### config.mk
export PLATFORM = sky130hd
export DESIGN_NAME = cpu_seq_gen2
export DESIGN_NICKNAME = d
export VERILOG_FILES = /design/src/rtl/cpu_gen2_pkg.sv /design/src/rtl/cpu_gen2_addsub.sv /design/src/rtl/cpu_seq_gen2.sv
export SDC_FILE = /design/constraint.sdc
export NUM_CORES = 1
export LEC_CHECK = 0
export CAP_MARGIN = 30
export CORE_ASPECT_RATIO = 0.5
export CORE_MARGIN = 4
export CORE_UTILIZATION = 65
export CTS_CLUSTER_SIZE = 8
export DETAILED_ROUTE_END_ITERATION = 10
export PLACE_DENSITY = 0.95
export SLEW_MARGIN = 15
export SYNTH_ARGS = -nofsm -noshare
export SYNTH_HDL_FRONTEND = slang
export SYNTH_HIERARCHICAL = 1
export SYNTH_SLANG_ARGS = --single-unit
### constraint.sdc
create_clock -name clk -period 7.1 [get_ports clk]
set_input_delay 0.71 -clock clk [delete_from_list [all_inputs] [get_ports clk]]
set_output_delay 0.71 -clock clk [all_outputs]
set_load 0.02 [all_outputs]
### src/rtl/cpu_gen2_pkg.sv
// Shared opcode encodings and sequencer stage definitions for the gen2 accumulator core.
package cpu_gen2_pkg;

    localparam int unsigned OPCODE_WIDTH = 4;
    localparam int unsigned STAGE_WIDTH  = 3;

    localparam logic [OPCODE_WIDTH-1:0] OP_NOP = 4'h0;
    localparam logic [OPCODE_WIDTH-1:0] OP_LDA = 4'h1;
    localparam logic [OPCODE_WIDTH-1:0] OP_ADD = 4'h2;
    localparam logic [OPCODE_WIDTH-1:0] OP_SUB = 4'h3;
    localparam logic [OPCODE_WIDTH-1:0] OP_STA = 4'h4;
    localparam logic [OPCODE_WIDTH-1:0] OP_LDI = 4'h7;
    localparam logic [OPCODE_WIDTH-1:0] OP_JZ  = 4'h8;
    localparam logic [OPCODE_WIDTH-1:0] OP_JC  = 4'hB;
    localparam logic [OPCODE_WIDTH-1:0] OP_JMP = 4'hC;
    localparam logic [OPCODE_WIDTH-1:0] OP_OUT = 4'hE;
    localparam logic [OPCODE_WIDTH-1:0] OP_HLT = 4'hF;

    typedef enum logic [STAGE_WIDTH-1:0] {
        ST_HALT = 3'd0,
        ST_T1   = 3'd1,
        ST_T2   = 3'd2,
        ST_T3   = 3'd3,
        ST_T4   = 3'd4,
        ST_T5   = 3'd5
    } stage_e;

endpackage

### src/rtl/cpu_gen2_addsub.sv
// Combinational adder/subtractor; carry is the no-borrow flag when subtracting.
module cpu_gen2_addsub #(
    parameter int unsigned WIDTH = 8
) (
    input  logic [WIDTH-1:0] a,
    input  logic [WIDTH-1:0] b,
    input  logic             sub,
    output logic [WIDTH-1:0] result,
    output logic             carry,
    output logic             zero
);

    logic [WIDTH-1:0] b_eff_c;
    logic [WIDTH:0]   sum_c;

    // Subtraction as A + ~B + 1
    always_comb begin
        b_eff_c = sub ? ~b : b;
        sum_c   = {1'b0, a} + {1'b0, b_eff_c} + (WIDTH+1)'(sub);
    end

    assign result = sum_c[WIDTH-1:0];
    assign carry  = sum_c[WIDTH];
    assign zero   = (sum_c[WIDTH-1:0] == '0);

endmodule

### src/rtl/cpu_seq_gen2.sv
// Gen2 accumulator CPU: multi-stage sequencer, register file, flags and unified memory.
module cpu_seq_gen2
    import cpu_gen2_pkg::*;
#(
    parameter int unsigned ADDRESS_WIDTH = 4,
    parameter int unsigned LED_COUNT     = 5
) (
    input  logic                                  clk,
    input  logic                                  rst_n,
    input  logic                                  run,
    input  logic                                  prog_we,
    input  logic [ADDRESS_WIDTH-1:0]              prog_addr,
    input  logic [OPCODE_WIDTH+ADDRESS_WIDTH-1:0] prog_data,
    output logic [LED_COUNT-1:0]                  leds,
    output logic                                  out_valid,
    output logic                                  halted,
    output logic [ADDRESS_WIDTH-1:0]              dbg_pc,
    output logic [OPCODE_WIDTH+ADDRESS_WIDTH-1:0] dbg_a
);

    localparam int unsigned WIDTH = OPCODE_WIDTH + ADDRESS_WIDTH;
    localparam int unsigned DEPTH = 2 ** ADDRESS_WIDTH;

    stage_e                    state_q, state_d;
    logic [ADDRESS_WIDTH-1:0]  pc_q, pc_d;
    logic [ADDRESS_WIDTH-1:0]  mar_q, mar_d;
    logic [WIDTH-1:0]          ir_q, ir_d;
    logic [WIDTH-1:0]          a_q, a_d;
    logic [WIDTH-1:0]          b_q, b_d;
    logic                      c_q, c_d;
    logic                      z_q, z_d;
    logic [LED_COUNT-1:0]      leds_q, leds_d;
    logic                      out_valid_q, out_valid_d;
    logic                      halted_q, halted_d;

    logic [WIDTH-1:0]          mem [DEPTH];
    logic [WIDTH-1:0]          mem_rd_c;
    logic                      mem_we_c;
    logic [ADDRESS_WIDTH-1:0]  mem_waddr_c;
    logic [WIDTH-1:0]          mem_wdata_c;

    logic [OPCODE_WIDTH-1:0]   opcode_c;
    logic [ADDRESS_WIDTH-1:0]  operand_c;
    logic [WIDTH-1:0]          alu_result_c;
    logic                      alu_carry_c;
    logic                      alu_zero_c;

    assign opcode_c  = ir_q[WIDTH-1:ADDRESS_WIDTH];
    assign operand_c = ir_q[ADDRESS_WIDTH-1:0];
    assign mem_rd_c  = mem[mar_q];

    cpu_gen2_addsub #(
        .WIDTH (WIDTH)
    ) u_addsub (
        .a      (a_q),
        .b      (b_q),
        .sub    (opcode_c == OP_SUB),
        .result (alu_result_c),
        .carry  (alu_carry_c),
        .zero   (alu_zero_c)
    );

    // Sequencer next-state and register update decode
    always_comb begin
        state_d     = state_q;
        pc_d        = pc_q;
        mar_d       = mar_q;
        ir_d        = ir_q;
        a_d         = a_q;
        b_d         = b_q;
        c_d         = c_q;
        z_d         = z_q;
        leds_d      = leds_q;
        out_valid_d = 1'b0;
        mem_we_c    = 1'b0;
        mem_waddr_c = mar_q;
        mem_wdata_c = a_q;

        case (state_q)
            ST_HALT: begin
                if (prog_we) begin
                    mem_we_c    = 1'b1;
                    mem_waddr_c = prog_addr;
                    mem_wdata_c = prog_data;
                end
                if (run) begin
                    state_d = ST_T1;
                end
            end
            ST_T1: begin
                mar_d   = pc_q;
                state_d = ST_T2;
            end
            ST_T2: begin
                ir_d    = mem_rd_c;
                pc_d    = pc_q + ADDRESS_WIDTH'(1);
                state_d = ST_T3;
            end
            ST_T3: begin
                state_d = ST_T1;
                case (opcode_c)
                    OP_LDA, OP_ADD, OP_SUB, OP_STA: begin
                        mar_d   = operand_c;
                        state_d = ST_T4;
                    end
                    OP_LDI: a_d = {{OPCODE_WIDTH{1'b0}}, operand_c};
                    OP_JZ:  if (z_q) pc_d = operand_c;
                    OP_JC:  if (c_q) pc_d = operand_c;
                    OP_JMP: pc_d = operand_c;
                    OP_OUT: begin
                        leds_d      = a_q[LED_COUNT-1:0];
                        out_valid_d = 1'b1;
                    end
                    OP_HLT: state_d = ST_HALT;
                    OP_NOP: state_d = ST_T1;
                    default: state_d = ST_T1;
                endcase
            end
            ST_T4: begin
                state_d = ST_T1;
                case (opcode_c)
                    OP_LDA: a_d = mem_rd_c;
                    OP_ADD, OP_SUB: begin
                        b_d     = mem_rd_c;
                        state_d = ST_T5;
                    end
                    OP_STA: mem_we_c = 1'b1;
                    default: state_d = ST_T1;
                endcase
            end
            ST_T5: begin
                a_d     = alu_result_c;
                c_d     = alu_carry_c;
                z_d     = alu_zero_c;
                state_d = ST_T1;
            end
            default: state_d = ST_HALT;
        endcase

        halted_d = (state_d == ST_HALT);
    end

    always_ff @(posedge clk or negedge rst_n) begin
        if (!rst_n) begin
            state_q     <= ST_HALT;
            pc_q        <= '0;
            mar_q       <= '0;
            ir_q        <= '0;
            a_q         <= '0;
            b_q         <= '0;
            c_q         <= 1'b0;
            z_q         <= 1'b0;
            leds_q      <= '0;
            out_valid_q <= 1'b0;
            halted_q    <= 1'b1;
        end else begin
            state_q     <= state_d;
            pc_q        <= pc_d;
            mar_q       <= mar_d;
            ir_q        <= ir_d;
            a_q         <= a_d;
            b_q         <= b_d;
            c_q         <= c_d;
            z_q         <= z_d;
            leds_q      <= leds_d;
            out_valid_q <= out_valid_d;
            halted_q    <= halted_d;
        end
    end

    // Memory contents survive reset; writes are suppressed while reset is held
    always_ff @(posedge clk) begin
        if (mem_we_c && rst_n) begin
            mem[mem_waddr_c] <= mem_wdata_c;
        end
    end

    assign leds      = leds_q;
    assign out_valid = out_valid_q;
    assign halted    = halted_q;
    assign dbg_pc    = pc_q;
    assign dbg_a     = a_q;

endmodule

==> metrics.cfg, run 1 <==
[placed_design]
dpl.hpwl_mm = 11.7
placed_cells = 687
pre_cts_ws_ns = 3.63
numPortBuffers = 34
gp_congestion = 0.834

[sta]
relSlewSlack_pct = 39.9
period_minus_slack_ns = 3.22
setup_violations = 0
finalCritPeriodShare_pct = 45.3
finalHoldViolCount = 0
fmax_mhz = 311
maxSlewViolCount = 0
worst_pin_slew_ns = 0.902
skew_ns = 0.0111
grt_setup_unrepaired = no
setup_tns_ns = 0
setup_ws_ns = 3.88

[floorplanning]
io_pins = 35
start_util_pct = 68.1
dieArea_um2 = 13700
fp-row-count = 27
die_h_um = 84.8
fp.dieW_um = 162
coreArea_um2 = 11200

[job]
maxCapViolCount = 0

[finish]
diodes = 0
final_common_cell = edfxtp_1
layout.cells.most_common_list = edfxtp_1, nand2_1, dfrtp_1, nor2_1, clkdlybuf4s50_1
fin_util_pct = 77.1
fin_cells = 718
drive_gt1_share_pct = 18.6
nNetsFinal = 572
area_delta_synth_final_pct = 13.1
nFillCells = 552

[yosys]
synth_edf_count = 128
synthArstFlopShare_pct = 25.6
synthDistinctLibCells = 54
seq_area_frac_synth_pct = 64.5
ys_warn_count = 6
synth_ff_type = edfxtp_1
syn_nets = 543
synthCells = 518
synth.avg_cell_area_um2 = 14.8
netlist_area_um2 = 7670
synth_seq_cells = 172

[pwr]
clkPwrFrac_pct = 23.0
internal-power_mw = 2.42
powerDensity_nw_per_um2 = 453
p_comb_share_pct = 37.7
p_sw_share_pct = 38.5
p_seq_share_pct = 39.4
power.total_mw = 3.93
vdd_ir_drop_max_mv = 0.230
leakage_nw = 3.12
p_sw_mw = 1.51

[clock_tree]
cts_resized = 0
tritoncts = yes
clkSinkCount = 172
path_clk_slew_ns = 0.07
cts_max_path_buffers = 2
cts-hold-fix-buffers = 0
clock_latency_ns = 0.43
post-cts-setup-buffers = 0
root_buffer = clkbuf_16
cts_buffers = 17
htreeDepth = 4

[critical_path]
end_kind = flip-flop
path_class = flip-flop to flip-flop
crit_path_cell_trace = nor4b_1, a31oi_1, nor3b_1, nand2_1, nor2_1
cp-start-kind = flip-flop
slowest_stage = nor4b_1
crit_fanout = 19
arrival_ns = 3.28
cpPeakStageDelay_ns = 0.69
required_ns = 7.16

[global_route]
grt_pass1_vias = 4912
grt_max_degree = 47
grtUsageTotal_pct = 30.4
antenna_found_initial = 0
overflow = 0
grt_pass1_wl_mm = 30.5

[route]
post-route-drc-count = 0
vias = 5116
avgViaCountPerCell = 7.13
ant_nets = 0
first_pass_iters = 5
drtIter0Drc = 893
routed_wl_mm = 19.6
wl_per_cell_um = 27.2

[run_status]
status = complete, no violations

[min_path]
holdCritPathClass = input port to asynchronous set/reset pin

-- through the flow --
stage / hold WS, ns / instance area (µm²)
4_1_cts: 0.376 / 8670
3_5_place_dp: 0.490 / 8110
3_3_place_gp: 0.485 / 8090
5_1_grt: 0.403 / 8670
2_1_floorplan: 0.414 / 7670
6_report: 0.359 / 8670
-- routing by layer --
| layer | up-vias | global-route usage [%] | wire, µm |
|---|---|---|---|
| met1 | 2511 | 43.7 | 7440 |
| met5 | - | 0 | 0 |
| met3 | 90 | 7.75 | 2540 |
| li1 | 2033 | - | - |
| met2 | 482 | 44.7 | 8720 |
| met4 | 0 | 13.4 | 863 |
-- cells by family after synthesis --
kind of cell | share of synthesized area, %
simple gates | 9.42
mux | 14.2
flops | 64.5
fa+ha+maj | 1.57
buf+inv | 2.30
xor+xnor | 1.60
compound gates | 6.43
-- cell usage after synthesis (9+ instances only) --
| master | count | area [µm²] |
|---|---|---|
| buf_2 | 12 | 60.1 |
| nor2_1 | 40 | 150 |
| mux2_2 | 25 | 282 |
| o21ai_1 | 13 | 65.1 |
| mux4_2 | 32 | 721 |
| o21ai_0 | 17 | 85.1 |
| nand2_1 | 50 | 188 |
| clkbuf_1 | 9 | 33.8 |
| dfrtp_1 | 43 | 1080 |
| xor2_1 | 11 | 96.3 |
| edfxtp_1 | 128 | 3840 |
-- power by group through the flow --
| stage | registers, mW | clock network, mW | logic [mW] |
|---|---|---|---|
| after global routing | 1.56 | 0.958 | 1.57 |
| after global placement | 1.57 | 0 | 1.28 |
| after floorplan | 1.45 | 0 | 1.05 |
| after detailed placement | 1.55 | 0 | 1.39 |
| after CTS | 1.54 | 0.903 | 1.44 |
| final | 1.55 | 0.903 | 1.48 |
-- critical path: cells and delay by family, from the launching register on --
kind               cells  cell delay, ns
DFF                    1            0.63
and+or+nand+nor        4            1.95
AOI/OAI and AO/OA      1            0.26
-- area by class of cell --
cell class,instances,area [µm²],share of cell area (%)
Sequential cell,172,4950,57.1
Multi-Input combinational cell,311,2550,29.4
Clock buffer,17,425,4.91
Timing Repair Buffer,39,385,4.45
Tap cell,159,199,2.30
Clock inverter,14,136,1.57
Inverter,6,22.5,0.260
-- registers in the layout (all words and copies together), names as in the netlist --
register / cells
b_q: 8
ir_q: 8
dbg_a: 8
c_q: 1
leds: 5
z_q: 1
mem: 128
state_q: 3
out_valid: 1
mar_q: 4
dbg_pc: 4
halted: 1
-- path summary, 6_finish.rpt --
kind                       depth (start not counted)  slack (ns)  startpoint   endpoint
min reg2reg                                        1        0.51     leds[4]    leds[4]
max                                                5        3.88  state_q[0]  mem[9][2]
max reg2reg                                        5        3.88  state_q[0]  mem[9][2]
max in group asynchronous                          2        6.29       rst_n   mar_q[0]
min                                                2        0.36       rst_n   dbg_a[5]
min in group clk                                   1        0.51     leds[4]    leds[4]
No activity file was read; power rests on OpenSTA's default activity.
==> run 2: changes to the inputs <==
Settings changed: CORE_UTILIZATION 65 to 60, PLACE_DENSITY 0.95 to 0.89.
Clock period 7.1 ns to 3 ns, I/O delays scaled along.
==> run 2 against run 1 <==
  * Via count down 1.6%
  * Sequential share of layout area down 2.0 points
  * Hold slack worse by 0.29 ns
  * Largest cell class unchanged
  * Largest power group is now combinational logic
==> metrics.cfg, run 2 (synthesized netlist as in run 1, its figures left out) <==
[finish]
nFillCells = 617  ; +12%
drive_gt1_share_pct = 22.5  ; +3.9 points
final_common_cell = edfxtp_1
regMostFlops = mem
area_delta_synth_final_pct = 17.1
layout.cells.most_common_list = edfxtp_1, nand2_1, dfrtp_1, nor2_1, clkdlybuf4s50_1
ff_latch_area_um2 = 4950  ; unchanged
final_area_um2 = 8980  ; +3.6%
multiInputGateArea_um2 = 2550  ; unchanged
largest_reg_flops = 128  ; unchanged
diodes = 0  ; unchanged
nNetsFinal = 600  ; +4.9%

[critical_path]
critPathBufInv = 1  ; +1
cpMostUsedCell = a21o_1
rr_startpoint = ir_q[4]
critPathTopFamily = compound AO/OA/AOI/OAI gates
crit_fanout = 8  ; -11
end_kind = flip-flop
rr_endpoint = z_q
slowest_stage = dfrtp_1
reg2reg_slack_ns = 0.10  ; -3.78 ns
arrival_ns = 3.27  ; about the same
crit_path_cell_trace = nand2_1, nor3_1, buf_4, xor2_1, ha_1, a21o_1, a21o_1, a211o_1, a221o_1, nor4b_2, mux2_2
cp-start-kind = flip-flop
path_class = flip-flop to flip-flop
cpPeakStageDelay_ns = 0.36  ; -0.33 ns
reg2reg_depth = 11  ; +6
required_ns = 3.37  ; -3.79 ns

[sta]
setup_violations = 0  ; unchanged
worst_pin_slew_ns = 0.744  ; -0.158 ns
maxSlewViolCount = 0  ; unchanged
setup_tns_ns = 0  ; unchanged
grt_setup_unrepaired = no
period_minus_slack_ns = 2.90  ; -0.323 ns
skew_ns = 0.00815  ; -0.00291 ns
finalCritPeriodShare_pct = 96.5  ; +51 points
fmax_mhz = 345  ; +11%
finalHoldViolCount = 0  ; unchanged
relSlewSlack_pct = 50.4  ; +11 points

[clock_tree]
clkSinkCount = 172  ; unchanged
tritoncts = yes
cts-hold-fix-buffers = 0  ; unchanged
cts_buffers = 17  ; unchanged
clock_latency_ns = 0.43  ; about the same
cts_resized = 0  ; unchanged
htreeDepth = 4  ; unchanged
path_clk_slew_ns = 0.07  ; about the same
cts_max_path_buffers = 2  ; unchanged
root_buffer = clkbuf_16
post-cts-setup-buffers = 0  ; unchanged

[global_route]
grt_pass1_wl_mm = 29.1  ; -4.7%
grtUsageTotal_pct = 26.7  ; -3.7 points
overflow = 0  ; unchanged
grt_max_degree = 45  ; -4.3%
antenna_found_initial = 0  ; unchanged
grt_pass1_vias = 4998  ; +1.8%

[floorplanning]
start_util_pct = 63.1  ; -5.1 points
die_h_um = 87.9  ; +3.7%
coreArea_um2 = 12200  ; +8.1%
io_pins = 35  ; unchanged
dieArea_um2 = 14800  ; +7.7%
fp-row-count = 28  ; +3.7%
fp.dieW_um = 168  ; +3.9%

[route]
post-route-drc-count = 0  ; unchanged
avgViaCountPerCell = 6.69  ; -6.1%
ant_nets = 0  ; unchanged
routed_wl_mm = 18.6  ; -4.8%
wl_per_cell_um = 24.8  ; -9.1%
first_pass_iters = 7  ; +2
drtIter0Drc = 659  ; -26%
vias = 5034  ; -1.6%

[pwr]
vdd_ir_drop_max_mv = 0.522  ; +130%
leakage_nw = 3.30  ; +5.7%
powerDensity_nw_per_um2 = 1070  ; +140%

[placed_design]
placed_cell_area_um2 = 8340  ; +2.8%
dpl.hpwl_mm = 11.4  ; -2.7%
gp_congestion = 0.888  ; +6.4%
numPortBuffers = 34  ; unchanged

[min_path]
holdCritPathClass = input port to asynchronous set/reset pin

[run_status]
status = complete, no violations

[job]
maxCapViolCount = 0  ; unchanged

==> run 2: cell types whose count changed in the layout (fill, tap and decap cells not counted), sizes merged <==
cell      before  now
clkinvlp       0    3
buf            6   34
inv           12    9
bufinv         1    5
clkinv         7    3
==> run 2: how the worst max path moves through the flow <==
stage               startpoint  endpoint  depth (start not counted)
CTS                    ir_q[5]       z_q                         11
global placement       ir_q[6]       z_q                         10
global route           ir_q[4]       z_q                         11
detailed placement     ir_q[6]       z_q                         10
finish                 ir_q[4]       z_q                         11
floorplan              ir_q[6]       z_q                         11
==> run 2: cell type report <==
class | instances | area share (%)
Sequential cell | 172 | 55.1
Multi-Input combinational cell | 311 | 28.4
Timing Repair Buffer | 67 | 6.77
Clock buffer | 17 | 4.74
Clock inverter | 14 | 2.41
Tap cell | 165 | 2.30
Inverter | 6 | 0.251
==> run 2: worst register-to-register path: stages (launching register included) <==
cell and delay (ns):
dfrtp_1 0.36, nand2_1 0.08, nor3_1 0.14, buf_4 0.21, xor2_1 0.17, ha_1 0.32
a21o_1 0.22, a21o_1 0.20, a211o_1 0.30, a221o_1 0.36, nor4b_2 0.29, mux2_2 0.19
==> run 2: metrics by stage <==
step           power (mW)  util [%]  instances  hold WS, ns  setup WS [ns]
5_1_grt              10.0      73.9        752        0.107        0.00560
3_3_place_gp         6.88      68.6        721        0.490          0.318
4_1_cts              9.58      73.9        752       0.0775          0.142
6_report             9.64      73.9        752       0.0644          0.104
3_5_place_dp         7.07      68.6        721        0.490          0.218
2_1_floorplan        5.93         -        518      0.00441          0.121
==> run 2: routing by layer <==
layer  global-route usage [%]  vias up  part of all wire (%)
li1                         -     2087                     -
met1                     34.4     2504                    38
met2                     44.8      373                    48
met3                     6.22       70                    10
met4                     11.3        0                   3.6
met5                        0        -                     0
==> run 2: power by group <==
part           internal, mW  switching [mW]  leakage (nW)
clock network          1.48           0.933         0.304
registers              3.13           0.410          1.72
logic                  1.54            2.15          1.27
total                  6.14            3.50          3.30
